## config.mk

```make
export PLATFORM = sky130hd
export DESIGN_NAME = prog_loader
export DESIGN_NICKNAME = d
export VERILOG_FILES = /design/src/rtl/prog_loader_pkg.sv /design/src/rtl/prog_loader_word_asm.sv /design/src/rtl/prog_loader.sv
export SDC_FILE = /design/constraint.sdc
export NUM_CORES = 1
export LEC_CHECK = 0
export CAP_MARGIN = 20
export CORE_ASPECT_RATIO = 1.75
export CORE_MARGIN = 1.5
export CORE_UTILIZATION = 29
export CTS_CLUSTER_SIZE = 20
export DETAILED_ROUTE_END_ITERATION = 16
export GPL_ROUTABILITY_DRIVEN = 0
export HOLD_SLACK_MARGIN = 0.05
export PLACE_DENSITY = 0.54
export SYNTH_ARGS = -nofsm -noshare
export SYNTH_HDL_FRONTEND = slang
export SYNTH_SLANG_ARGS = --single-unit
```

## constraint.sdc

```tcl
create_clock -name clk_i -period 7.1 [get_ports clk_i]
set_input_delay 1.42 -clock clk_i [delete_from_list [all_inputs] [get_ports clk_i]]
set_output_delay 1.42 -clock clk_i [all_outputs]
set_load 0.005 [all_outputs]
```

## src/rtl/prog_loader_pkg.sv

```systemverilog
// Shared constants and FSM state encoding for the program loader.
package prog_loader_pkg;

  localparam logic [7:0]  LOADER_SYNC    = 8'hA5;
  localparam logic [7:0]  LOADER_ACK     = 8'h06;
  localparam logic [7:0]  LOADER_NAK     = 8'h15;
  localparam logic [31:0] MEM_INSTR_ZERO = 32'h0000_0000;

  typedef enum logic [2:0] {
    IDLE,
    LEN_LO,
    LEN_HI,
    DATA,
    CSUM,
    RESP
  } loader_state_t;

endpackage

```

## src/rtl/prog_loader_word_asm.sv

```systemverilog
// Little-endian byte-to-word assembler with running XOR checksum.
module loader_word_asm (
  input  logic        clk_i,
  input  logic        rst_i,
  input  logic        clear_i,
  input  logic        byte_valid_i,
  input  logic [7:0]  byte_i,
  output logic        word_valid_o,
  output logic [31:0] word_o,
  output logic [7:0]  xor_o,
  output logic        last_lane_o
);

  logic [1:0]  lane_q;
  logic [31:0] word_q;
  logic [7:0]  xor_q;
  logic        word_valid_q;

  always_ff @(posedge clk_i) begin
    if (rst_i) begin
      lane_q       <= '0;
      word_q       <= '0;
      xor_q        <= '0;
      word_valid_q <= 1'b0;
    end else if (clear_i) begin
      lane_q       <= '0;
      xor_q        <= '0;
      word_valid_q <= 1'b0;
    end else begin
      word_valid_q <= byte_valid_i && (lane_q == 2'd3);
      if (byte_valid_i) begin
        word_q[{lane_q, 3'b000} +: 8] <= byte_i;
        xor_q                         <= xor_q ^ byte_i;
        lane_q                        <= lane_q + 2'd1;
      end
    end
  end

  assign word_valid_o = word_valid_q;
  assign word_o       = word_q;
  assign xor_o        = xor_q;
  assign last_lane_o  = (lane_q == 2'd3);

endmodule

```

## src/rtl/prog_loader.sv

```systemverilog
// Instruction-memory loader fed by a framed USB_CDC byte stream.
// Optional inactivity timeout: define PROG_LOADER_TIMEOUT_EN.
module prog_loader
  import prog_loader_pkg::*;
#(
  parameter logic [31:0] MEM_BASE  = MEM_INSTR_ZERO,
  parameter int unsigned MAX_WORDS = 1024
`ifdef PROG_LOADER_TIMEOUT_EN
  ,
  parameter logic [23:0] TIMEOUT_CYCLES = 24'd12_000_000
`endif
) (
  input  logic        clk_i,
  input  logic        rst_i,
  input  logic [7:0]  out_data_i,
  input  logic        out_valid_i,
  output logic        out_ready_o,
  output logic [7:0]  in_data_o,
  output logic        in_valid_o,
  input  logic        in_ready_i,
  output logic        mem_we_o,
  output logic [31:0] mem_addr_o,
  output logic [31:0] mem_wdata_o,
  output logic        cpu_rst_o,
  output logic        busy_o
);

  loader_state_t state_q, state_d;
  logic [7:0]    resp_d;
  logic [7:0]    len_lo_q;
  logic [15:0]   n_q;
  logic [15:0]   word_idx_q;
  logic [7:0]    in_data_q;
  logic          in_valid_q;
  logic          out_ready_q;
  logic          cpu_rst_q;
  logic [31:0]   mem_addr_q;

  logic          accept;
  logic          resp_hs;
  logic          ack_hs;
  logic [15:0]   n_full;
  logic          asm_clear;
  logic          asm_byte_valid;
  logic          asm_last_lane;
  logic [7:0]    asm_xor;
  logic          timeout;

  assign accept         = out_valid_i && out_ready_q;
  assign resp_hs        = in_valid_q && in_ready_i;
  assign ack_hs         = resp_hs && (in_data_q == LOADER_ACK);
  assign n_full         = {out_data_i, len_lo_q};
  assign asm_clear      = (state_q == IDLE) && accept && (out_data_i == LOADER_SYNC);
  assign asm_byte_valid = (state_q == DATA) && accept;

  loader_word_asm u_word_asm (
    .clk_i        (clk_i),
    .rst_i        (rst_i),
    .clear_i      (asm_clear),
    .byte_valid_i (asm_byte_valid),
    .byte_i       (out_data_i),
    .word_valid_o (mem_we_o),
    .word_o       (mem_wdata_o),
    .xor_o        (asm_xor),
    .last_lane_o  (asm_last_lane)
  );

`ifdef PROG_LOADER_TIMEOUT_EN
  logic [23:0] to_cnt_q;
  logic        counting;

  assign counting = (state_q == LEN_LO) || (state_q == LEN_HI) ||
                    (state_q == DATA)   || (state_q == CSUM);
  assign timeout  = counting && (to_cnt_q == TIMEOUT_CYCLES);

  always_ff @(posedge clk_i) begin
    if (rst_i || accept || !counting) begin
      to_cnt_q <= '0;
    end else begin
      to_cnt_q <= to_cnt_q + 24'd1;
    end
  end
`else
  assign timeout = 1'b0;
`endif

  always_comb begin
    state_d = state_q;
    resp_d  = LOADER_NAK;
    unique case (state_q)
      IDLE:   if (accept && (out_data_i == LOADER_SYNC)) state_d = LEN_LO;
      LEN_LO: if (accept) state_d = LEN_HI;
      LEN_HI: begin
        if (accept) begin
          if (n_full == 16'd0) begin
            state_d = CSUM;
          end else if ({16'd0, n_full} > MAX_WORDS) begin
            state_d = RESP;
            resp_d  = LOADER_NAK;
          end else begin
            state_d = DATA;
          end
        end
      end
      DATA: begin
        if (accept && asm_last_lane && (word_idx_q == n_q - 16'd1)) state_d = CSUM;
      end
      CSUM: begin
        if (accept) begin
          state_d = RESP;
          resp_d  = (out_data_i == asm_xor) ? LOADER_ACK : LOADER_NAK;
        end
      end
      RESP:    if (resp_hs) state_d = IDLE;
      default: state_d = IDLE;
    endcase
    // A byte arriving on the expiry cycle wins; the counter restarts instead.
    if (timeout && !accept) begin
      state_d = RESP;
      resp_d  = LOADER_NAK;
    end
  end

  always_ff @(posedge clk_i) begin
    if (rst_i) begin
      state_q     <= IDLE;
      out_ready_q <= 1'b0;
      in_valid_q  <= 1'b0;
      in_data_q   <= '0;
      cpu_rst_q   <= 1'b1;
      mem_addr_q  <= MEM_BASE;
      len_lo_q    <= '0;
      n_q         <= '0;
      word_idx_q  <= '0;
    end else begin
      state_q     <= state_d;
      out_ready_q <= (state_d != RESP);
      in_valid_q  <= (state_d == RESP);
      if ((state_q != RESP) && (state_d == RESP)) in_data_q <= resp_d;
      if (asm_clear) cpu_rst_q <= 1'b1;
      if (ack_hs)    cpu_rst_q <= 1'b0;
      if ((state_q == LEN_LO) && accept) len_lo_q <= out_data_i;
      if ((state_q == LEN_HI) && accept) begin
        n_q        <= n_full;
        word_idx_q <= '0;
      end
      if (asm_byte_valid && asm_last_lane) begin
        mem_addr_q <= MEM_BASE + {14'd0, word_idx_q, 2'b00};
        word_idx_q <= word_idx_q + 16'd1;
      end
    end
  end

  // Release is visible in the handshake cycle itself, not one cycle later.
  assign cpu_rst_o   = cpu_rst_q && !ack_hs;
  assign out_ready_o = out_ready_q;
  assign in_valid_o  = in_valid_q;
  assign in_data_o   = in_data_q;
  assign mem_addr_o  = mem_addr_q;
  assign busy_o      = (state_q != IDLE);

endmodule

```

== After elaboration in Yosys (flattened, before gate mapping) ==
Cells that the tools add are included.
Cells by class
  add/subtract/negate cells: 4
  magnitude comparators: 1
  equality and inequality tests: 13
  shift operators: 2
  muxes and demuxes: 17
  bitwise gates (word level): 2
  reduce and logical (&&, ||, !) cells: 22
Operators with widths (number)
  $bwmux 32: 1
  $mux 16: 2
  $shift 8x7->32 const A: 1
  $shiftx 8x7->32: 1
  $mux 3: 8
  $pmux 3 s6: 1
  $add 16x1->16 const B: 1
  $eq 16x16->1: 1
  $gt 16x11->1 const B: 1
  $logic_not 16->1: 1
  $sub 16x1->16 const B: 1
  $logic_and 1x1->1: 14
  $mux 5: 2
  $eq 3x3->1 const B: 3
  $eq 8x3->1 const B: 1
  $eq 8x8->1: 1
  $eq 8x8->1 const B: 1
  $mux 8: 1
  $xor 8x8->8: 1
  $neg 5->7: 1
  $eq 3x2->1 const B: 2
  $ne 3x3->1 const B: 2
  $reduce_bool 2->1: 2
  $eq 3x1->1 const B: 1
  other kinds (9): 10
Storage, ports and cells
  bits in registers: 113
  input bits: 12
  output and inout port bits: 77
  logic and storage cells: 74

== Longest topological paths before layout ==
Gate-level depths: netlist of the first run.
  depth in word-level cells: 7
  gate-level depth with buffers: 8
  gate-level depth less buffers: 8

== Cells and area by module ==
A second synthesis of the first run with hierarchy kept.
Second synthesis, totals
  cells, all modules: 587
  area total of the unflattened synthesis: 5086.1 µm²
By module, submodules not included
  prog_loader: times used 1, cells an instance 449, area each 3482.1 µm², sequential area each 1301.2 µm²
  loader_word_asm: times used 1, cells an instance 138, area each 1604.0 µm², sequential area each 860.8 µm²

== Least setup slack after synthesis of the first run ==
Ideal clock, no wire load.
  path type: in2reg
  start point: input out_data_i[1]
  end point: register in_data_q[0] (netlist: in_data_o[0])
  library setup time: 132 ps
  arrival: 3204 ps
  required time: 6968 ps
  path slack: 3763 ps
  cell stages on the path: 7
  buffers on the path: 1
  cells stage by stage: buf_6 or4b_1 or4_4 o31a_4 a221o_1 o21ai_1 a21oi_1
Between the ends
  cells in the longest elaborated chain, start to end: 7
  elaborated cells between the ends (all ways): 15
  those cells by class: order compare (1); eq/ne (3); mux (8); reduce/logical (3)
RTL lines
  start: declaration: line prog_loader.sv:15  | input logic [7:0] out_data_i,
  $gt 16x11->1: line prog_loader.sv:97  | end else if ({16'd0, n_full} > MAX_WORDS) begin
  $mux 3: line prog_loader.sv:97
  $mux 3: line prog_loader.sv:95  | if (n_full == 16'd0) begin
  $mux 3: line prog_loader.sv:94  | if (accept) begin
  $pmux 3 s6: line prog_loader.sv:90  | unique case (state_q)
  $eq 3x3->1: line prog_loader.sv:139  | if ((state_q != RESP) && (state_d == RESP)) in_data_q <= resp_d;
  $logic_and 1x1->1: line prog_loader.sv:139
  end signal: assignment: line prog_loader.sv:139
  end: declaration: line prog_loader.sv:33  | logic [7:0] in_data_q;
Several ways; a longest one is shown, not always the timed one.
A chain may end at the register's enable or synchronous reset.

== Final worst setup path of the first run ==
  start point: input in_ready_i
  end point: output cpu_rst_o
Between the ends
  cells in the longest elaborated chain, start to end: 4
RTL lines
  start: declaration: line prog_loader.sv:20  | input logic in_ready_i,
  $logic_and 1x1->1: line prog_loader.sv:50  | assign resp_hs = in_valid_q && in_ready_i;
  $logic_and 1x1->1: line prog_loader.sv:51  | assign ack_hs = resp_hs && (in_data_q == LOADER_ACK);
  $logic_not 1->1: line prog_loader.sv:155  | assign cpu_rst_o = cpu_rst_q && !ack_hs;
  $logic_and 1x1->1: line prog_loader.sv:155
  end: declaration: line prog_loader.sv:24  | output logic cpu_rst_o,
Every way passes these cells.

==> results of run 1 <==
==> cell type report <==
class	count	area, um^2
clock buffer	9	225
multi-input combinational	506	2850
inverter	6	22.5
tap	234	293
clock inverter	7	103
fill	1970	11700
timing repair buffer	74	721
sequential	108	2160
==> tightest hold or removal path: stages, from the launching register on <==
cell and delay [ps]:
dfxtp_1 310, nand2_1 50, a21oi_1 50
==> per-stage QoR <==
step	worst slack, ps	instances	util [%]	power (W)	cell area, um^2
after detailed placement	2920	928	33.5	0.000656	6050
after floorplan	3760	698	-	0.000650	5420
after global placement	2950	928	33.5	0.000656	6050
final	2920	944	35.3	0.00119	6380
after global routing	2800	944	35.3	0.00123	6380
after CTS	2910	944	35.3	0.00121	6380
==> how the worst max path moves through the flow <==
stage | depth (start not counted) | slack (ps) | end | from
3_3_place_gp | 5 | 2950 | cpu_rst_o | in_ready_i
6_report | 5 | 2920 | cpu_rst_o | in_ready_i
3_5_place_dp | 5 | 2920 | cpu_rst_o | in_ready_i
2_1_floorplan | 7 | 3760 | in_data_o[0] | out_data_i[1]
5_1_grt | 5 | 2800 | cpu_rst_o | in_ready_i
4_1_cts | 5 | 2910 | cpu_rst_o | in_ready_i
==> sequential cells by signal, summed over array words and instances, names as in the netlist, 3 cells and up <==
signal             cells
u_word_asm.word_o     32
mem_addr_o            16
n_q                   16
word_idx_q            16
len_lo_q               8
u_word_asm.xor_o       8
in_data_o              3
state_q                3
==> cells by family after synthesis <==
| kind of cell | share of synthesized area [%] |
|---|---|
| buf+inv | 7.70 |
| other cells | 0.0702 |
| compound gates | 14.9 |
| simple gates | 27.1 |
| fa+ha+maj | 1.64 |
| mux | 1.87 |
| xor+xnor | 6.23 |
| flops | 40.4 |
==> power by group through the flow <==
stage                     combinational (W)  clock [W]  sequential, W
after floorplan                   0.0000304          0       0.000620
after global placement            0.0000363          0       0.000620
after detailed placement          0.0000362          0       0.000620
after CTS                         0.0000363   0.000565       0.000606
after global routing              0.0000394   0.000588       0.000606
final                             0.0000360   0.000545       0.000606
==> layer usage <==
metal  share of wire, %  track usage (%)
met5                  0                0
met1                 40             16.4
met4                2.3             6.22
met2                 55             28.9
met3                2.9             2.36
==> synth_stat cells (2+ instances only) <==
cell type,number,area share (%)
nor4_1,9,1.1
a31oi_1,5,0.59
clkbuf_1,49,3.4
or4_1,4,0.56
a21oi_1,85,8.0
mux2i_1,10,1.9
o21ai_1,9,0.84
a311oi_1,3,0.49
buf_4,21,2.9
or3b_1,2,0.33
ha_1,7,1.6
and4_1,2,0.33
nor3_1,14,1.3
xnor2_1,14,2.3
xor2_1,24,3.9
inv_1,6,0.42
nor3b_1,6,0.84
dfxtp_1,108,40
nand3b_1,6,0.84
nand2b_1,4,0.47
nor2_1,47,3.3
buf_1,4,0.28
buf_6,2,0.42
o21bai_1,2,0.28
nor4b_1,2,0.33
nand4_1,28,3.3
a211oi_1,3,0.42
buf_2,2,0.19
nand2_1,120,8.4
nor2b_1,4,0.47
or3_1,8,0.94
and3_1,6,0.70
nand3_1,27,2.5
o21ai_0,8,0.75
a22oi_1,3,0.42
==> out/metrics.csv, run 1 <==
metric,value,unit
outcome,"complete, no violations",
number of global-route vias before repair,4568,
RSZ-0062 raised after global routing,false,
H-tree levels,3,
worst hold-check path type,reg2reg,
hold_sp,u_word_asm.word_o[19],
DP HPWL,9870,um
post-layout net count,724,
Netlist cell types,60,
number of port buffers,68,
row count,65,
Clock Power Share,45.9,%
switching share of total power,24.0,%
Mapped Cells,679,
Routed Antenna Nets,0,
CP top delay family,buffers and inverters,
Vias/cell,4.96,
Sw Pwr,0.000285,W
post_cts resized,0,
Critical Path Max Stage Delay,480,ps
CP endpoint kind,output pin,
Inserted Diodes,0,
total CTS buffers,9,
Logic pwr share,3.0,%
endpoints failing hold,0,
Core Region,18100,um^2
total track usage,15.1,%
Reg power frac,51.0,%
hold buffers post-CTS,0,
die outline width,106,um
skew final,16.1,ps
layout cells sized above 1,5.07,%
IO Pins,89,
leakage,2.21,nW
main flop type after synthesis,dfxtp_1,
Post CTS Setup Buffer Count,0,
clk slew on worst S/H paths,80,ps
Max Freq,239,MHz
Critical-path top delay cell,clkdlybuf4s50_1,
Crit path buffers/inverters,2,
root buf cell,clkbuf_16,
crit-path cells,clkdlybuf4s50_1 -> nand2_1 -> nor3_1 -> nor2b_1 -> clkdlybuf4s50_1,
clock sinks,108,
Final TNS setup,0,ps
drt total wl,14200,um
WP data arrival,2760,ps
worst r2r src,n_q[0],
mapped cell area,5350,um^2
worst-margin pin slew,948,ps
largest net degree at the start of global routing,54,
CP startpoint kind,primary input,
DRC Markers,0,
yosys warns,0,
most frequent cells in the layout,"120 x nand2_1, 108 x dfxtp_1, 85 x a21oi_1",
Initial DRT Pass Iterations,4,
worst flop-to-flop path endpoint,state_q[1],
Hold Path Depth,2,
clk_lat worst skew,350,ps
crit-path max FO,3,
"commonest non-fill, non-tap cell in the layout",nand2_1,
Die ar.,19300,um^2
Mean Syn Cell Area,7.87,um^2
detailed-route via count,4685,
Avg WL per Cell,15.1,um
"EDFF count, synth",0,
cell mode on critical path,clkdlybuf4s50_1,
Final setup viols,0,
ys async rst share,0,%
Reg2Reg Setup Slack,4560,ps
Peak supply drop,0.0000950,V
"Seq/Total Area, Yosys",40.4,%
Tcrit/Tclk final,58.8,%
Area Growth Syn to Fin,19.3,%
CTS tree,yes,
Power Dens Cells,186,nW/um^2
initial DRC count,214,
die height,183,um
Max-slew headroom,36.3,%
Initial Util,29.6,%
FF-to-FF path depth,8,
max cap viols,0,
antenna violations before repair,0,
#FFs+latches synth,108,
CP required,5680,ps
total gr overflow,0,
"Slew Viols, Final",0,
Fin Hold WS,453,ps
fin crit period,4180,ps
internal power,0.000902,W
Worst Setup Path Type,in2out,
CTS Buffer Depth,2,
Worst Hold Path EP,u_word_asm.word_o[19],
first-pass GRT wire length,23300,um
Power figures use the tool's default switching activity.
==> run 2, diff against run 1 <==
- clock period: 7.1 -> 3.85 ns (I/O delays scaled with it)
==> run 2 against run 1 <==
Routed wire length up 2.8%. Flip-flop and latch count unchanged. Cell count up 1.1%. Worst setup slack worse by 2000 ps. Critical path type unchanged.
==> out/metrics.csv, run 2 (same netlist as run 1, synthesis figures left out) <==
metric,value,unit,change
crit-path max FO,3,,unchanged
endpoints failing hold,0,,unchanged
H-tree levels,3,,unchanged
Tcrit/Tclk final,76.3,%,
worst hold-check path type,reg2reg,,unchanged
Avg WL per Cell,15.3,um,was 15.1 um
RSZ-0062 raised after global routing,false,,unchanged
Power Dens Cells,340,nW/um^2,was 186 nW/um^2
total track usage,15.6,%,was 15.1%
CTS tree,yes,,unchanged
IO Pins,89,,unchanged
leakage,2.26,nW,was 2.21 nW
clock sinks,108,,unchanged
die outline width,106,um,unchanged
Post CTS Setup Buffer Count,0,,unchanged
layout cells sized above 1,6.39,%,was 5.07%
DP HPWL,10500,um,was 9870 um
max cap viols,0,,unchanged
drt total wl,14600,um,was 14200 um
"commonest non-fill, non-tap cell in the layout",nand2_1,,unchanged
clk slew on worst S/H paths,80,ps,about the same
row count,65,,unchanged
CTS Buffer Depth,2,,unchanged
Max Freq,340,MHz,
Core Region,18100,um^2,unchanged
first-pass GRT wire length,24000,um,was 23300 um
most frequent cells in the layout,"120 x nand2_1, 108 x dfxtp_1, 85 x a21oi_1",,unchanged
fin crit period,2940,ps,
number of port buffers,68,,unchanged
post_cts resized,0,,unchanged
antenna violations before repair,0,,unchanged
max FFs per register,32,,unchanged
"Slew Viols, Final",0,,unchanged
Initial Util,29.6,%,unchanged
largest net degree at the start of global routing,77,,was 54
worst-margin pin slew,985,ps,was 948 ps
Final setup viols,0,,unchanged
number of global-route vias before repair,4594,,was 4568
Area Growth Syn to Fin,20.9,%,was 19.3%
Worst Setup Path Type,in2out,,unchanged
WP data arrival,2170,ps,was 2760 ps
Initial DRT Pass Iterations,4,,unchanged
Routed Antenna Nets,0,,unchanged
initial DRC count,218,,was 214
root buf cell,clkbuf_16,,unchanged
Hold Path Depth,2,,unchanged
detailed-route via count,4730,,was 4685
Peak supply drop,0.000179,V,was 0.0000950 V
Fin Hold WS,455,ps,was 453 ps
clk_lat worst skew,360,ps,was 350 ps
total CTS buffers,9,,unchanged
hold buffers post-CTS,0,,unchanged
die height,183,um,unchanged
DRC Markers,0,,unchanged
outcome,"complete, no violations",,unchanged
CP startpoint kind,primary input,,unchanged
total gr overflow,0,,unchanged
Inserted Diodes,0,,unchanged
post-layout net count,734,,was 724
Max-slew headroom,34.2,%,was 36.3%
skew final,16.0,ps,was 16.1 ps
Final TNS setup,0,ps,unchanged
CP endpoint kind,output pin,,unchanged
FF-to-FF path depth,8,,unchanged
Die ar.,19300,um^2,unchanged
CP required,3080,ps,was 5680 ps
Vias/cell,4.96,,about the same
==> run 2: changes by cell type in the layout (fill, tap and decap cells not counted), sizes merged <==
cell / before / now
inv: 9 / 10
buf: 7 / 17
clkinv: 3 / 2
==> run 2: per-layer routing <==
layer | global-route usage, % | vias up | wire length, um
li1 | - | 2389 | -
met1 | 17.2 | 2215 | 5840
met2 | 29.6 | 106 | 8010
met3 | 2.25 | 20 | 441
met4 | 6.38 | 0 | 306
met5 | 0 | - | 0
==> run 2: area by class of cell <==
cell class	count	area (um^2)
clock buffer	9	225
clock inverter	7	100
fill	1925	11600
inverter	6	22.5
multi-input combinational	506	2850
sequential	108	2160
tap	234	293
timing repair buffer	84	808
==> run 2: worst max-delay path: stages <==
cell and delay, ps:
clkdlybuf4s50_1 490, nand2_1 120, nor3_1 270, nor2b_1 80, clkdlybuf4s50_1 450
==> run 2: report_power, final <==
group	internal, W	switching [W]
Combinational	0.0000254	0.0000510
Clock	0.000529	0.000478
Sequential	0.00112	0.000000905
==> run 2: worst paths after layout <==
kind	start	slack (ps)	to
setup / recovery	in_ready_i	910	cpu_rst_o
hold / removal	u_word_asm.word_o[7]	460	u_word_asm.word_o[7]
setup reg to reg	n_q[0]	1280	state_q[1]
hold reg to reg	u_word_asm.word_o[7]	460	u_word_asm.word_o[7]
==> run 2: per-stage QoR <==
stage / util (%) / total power, W / area (um^2) / std cells / worst slack [ps]
detailed placement: 34.0 / 0.00122 / 6140 / 938 / 722
floorplan: - / 0.00120 / 5420 / 698 / 1160
CTS: 35.8 / 0.00223 / 6460 / 954 / 884
global route: 35.8 / 0.00228 / 6460 / 954 / 815
global placement: 34.0 / 0.00122 / 6140 / 938 / 723
finish: 35.8 / 0.00220 / 6460 / 954 / 911
==> run 3, diff against run 2 <==
- PLACE_DENSITY: 0.54 -> 0.55
- clock period: 3.85 -> 2.6 ns (I/O delays scaled with it)
==> run 3 against run 2 <==
Sequential power is 47% higher. Die area unchanged. Total power rose by 47%. Critical path depth is 2 higher. Routed wire length up 3.7%. Largest power group unchanged.
==> out/metrics.csv, run 3 (same netlist as run 1, synthesis figures left out) <==
metric,value,unit,change
Power Dens Cells,481,nW/um^2,was 340 nW/um^2
worst flop-to-flop path endpoint,state_q[1],,unchanged
first-pass GRT wire length,24500,um,was 24000 um
FF-to-FF path depth,6,,was 8
WP data arrival,2720,ps,was 2170 ps
clk_lat worst skew,350,ps,was 360 ps
Initial DRT Pass Iterations,4,,unchanged
worst hold-check path type,reg2reg,,unchanged
Max Freq,400,MHz,
Tcrit/Tclk final,96.2,%,
row count,65,,unchanged
crit-path cells,clkdlybuf4s50_1 -> or4b_1 -> or4_4 -> o31a_4 -> a221o_1 -> o21ai_1 -> a21oi_1,,was clkdlybuf4s50_1 -> nand2_1 -> nor3_1 -> nor2b_1 -> clkdlybuf4s50_1
total gr overflow,0,,unchanged
Reg2Reg Setup Slack,160,ps,was 1280 ps
"non-filler cells, final",988,,was 954
dpl cells,972,,was 938
number of port buffers,68,,unchanged
root buf cell,clkbuf_16,,unchanged
RSZ-0062 raised after global routing,false,,unchanged
Worst Hold Path EP,mem_addr_o[15],,was u_word_asm.word_o[7]
crit-path max FO,3,,unchanged
CTS tree,yes,,unchanged
max FFs per register,32,,unchanged
final core utilization,37.3,%,was 35.8%
CP startpoint kind,primary input,,unchanged
worst-margin pin slew,795,ps,was 985 ps
"commonest non-fill, non-tap cell in the layout",nand2_1,,unchanged
"Slew Viols, Final",0,,unchanged
Final setup viols,0,,unchanged
worst r2r src,n_q[0],,unchanged
max cap viols,0,,unchanged
drt total wl,15100,um,was 14600 um
Area Growth Syn to Fin,26.0,%,was 20.9%
CP endpoint kind,flip-flop,,was output pin
layout cells sized above 1,10.5,%,was 6.39%
Inserted Diodes,0,,unchanged
Initial Util,29.6,%,unchanged
die height,183,um,unchanged
Critical-path top delay cell,or4b_1,,was clkdlybuf4s50_1
hold_sp,mem_addr_o[15],,was u_word_asm.word_o[7]
Routed Antenna Nets,0,,unchanged
initial DRC count,159,,was 218
endpoints failing hold,0,,unchanged
IO Pins,89,,unchanged
CP required,2820,ps,was 3080 ps
Vias/cell,4.92,,was 4.96
die outline width,106,um,unchanged
Critical Path Max Stage Delay,540,ps,was 490 ps
setup slack after layout,98.9,ps,was 911 ps
CTS Buffer Depth,2,,unchanged
largest net degree at the start of global routing,49,,was 77
Max-slew headroom,46.6,%,was 34.2%
Hold Path Depth,2,,unchanged
pre-CTS WS,-279,ps,was 722 ps
Peak supply drop,0.000285,V,was 0.000179 V
most frequent cells in the layout,"120 x nand2_1, 108 x dfxtp_1, 85 x a21oi_1",,unchanged
skew final,11.8,ps,was 16.0 ps
Avg WL per Cell,15.3,um,about the same
total track usage,16.1,%,was 15.6%
number of global-route vias before repair,4885,,was 4594
DP HPWL,11200,um,was 10500 um
outcome,"complete, no violations",,unchanged
leakage,2.43,nW,was 2.26 nW
Core Region,18100,um^2,unchanged
Fin Hold WS,454,ps,was 455 ps
fin crit period,2500,ps,
post-layout net count,768,,was 734
Post CTS Setup Buffer Count,0,,unchanged
H-tree levels,3,,unchanged
total CTS buffers,9,,unchanged
hold buffers post-CTS,0,,unchanged
Worst Setup Path Type,in2reg,,was in2out
DRC Markers,0,,unchanged
Die ar.,19300,um^2,unchanged
antenna violations before repair,0,,unchanged
clock sinks,108,,unchanged
detailed-route via count,4859,,was 4730
clk slew on worst S/H paths,80,ps,about the same
-- run 3: changes by cell type in the layout (fill, tap and decap cells not counted) --
| cell | delta |
|---|---|
| buf_4 | +32 |
| buf_12 | +2 |
| clkbuf_1 | +1 |
| clkinv_8 | -1 |
| clkinvlp_4 | +1 |
| inv_6 | -1 |
| nor3b_2 | -1 |
| nor3b_4 | +1 |
-- run 3: how the worst max path moves through the flow --
stage | start | endpoint | slack (ps) | depth (start not counted)
final | out_data_i[1] | in_data_o[0] | 100 | 7
after global routing | out_data_i[1] | in_data_o[1] | 10 | 7
after CTS | out_data_i[1] | in_data_o[0] | 80 | 7
after detailed placement | out_data_i[1] | in_data_o[0] | -280 | 7
after global placement | out_data_i[1] | in_data_o[1] | -250 | 7
after floorplan | out_data_i[1] | in_data_o[0] | 160 | 7
-- run 3: worst max-delay path: cells and delay by family --
kind | cells | cell delay [ps]
buf+inv | 1 | 450
simple gates | 2 | 1050
compound gates | 4 | 690
-- run 3: what timing repair did --
action	in CTS	in global routing
endpoints found under the setup margin	0	3
resized for setup	0	1
hold endpoints to repair	0	0
-- run 3: cell type report --
| class | count | area (um^2) |
|---|---|---|
| inverters | 6 | 22.5 |
| multi-input cells | 506 | 2860 |
| repair buffers | 118 | 1090 |
| fillers | 1932 | 11300 |
| flip-flops and latches | 108 | 2160 |
| clock inverters | 6 | 82.6 |
| clock buffers | 10 | 229 |
| well taps | 234 | 293 |
-- run 3: power by group --
part	switching, W	internal (W)	total [W]
clock network	0.000686	0.000771	0.00146
registers	0.00000153	0.00165	0.00165
logic	0.0000795	0.0000484	0.000128
total	0.000767	0.00247	0.00324
-- run 3: per-stage QoR --
stage               setup TNS (ps)  instance area [um^2]  power (W)
floorplan                        0                  5420    0.00178
global placement              -852                  6420    0.00182
detailed placement           -1070                  6420    0.00182
CTS                              0                  6730    0.00328
global route                     0                  6740    0.00335
finish                           0                  6740    0.00324
-- run 3: layer usage --
layer | wire length [um] | GRT usage, %
met1 | 5870 | 15.9
met5 | 0 | 0
met3 | 421 | 2.96
met4 | 412 | 7.46
met2 | 8440 | 31.6
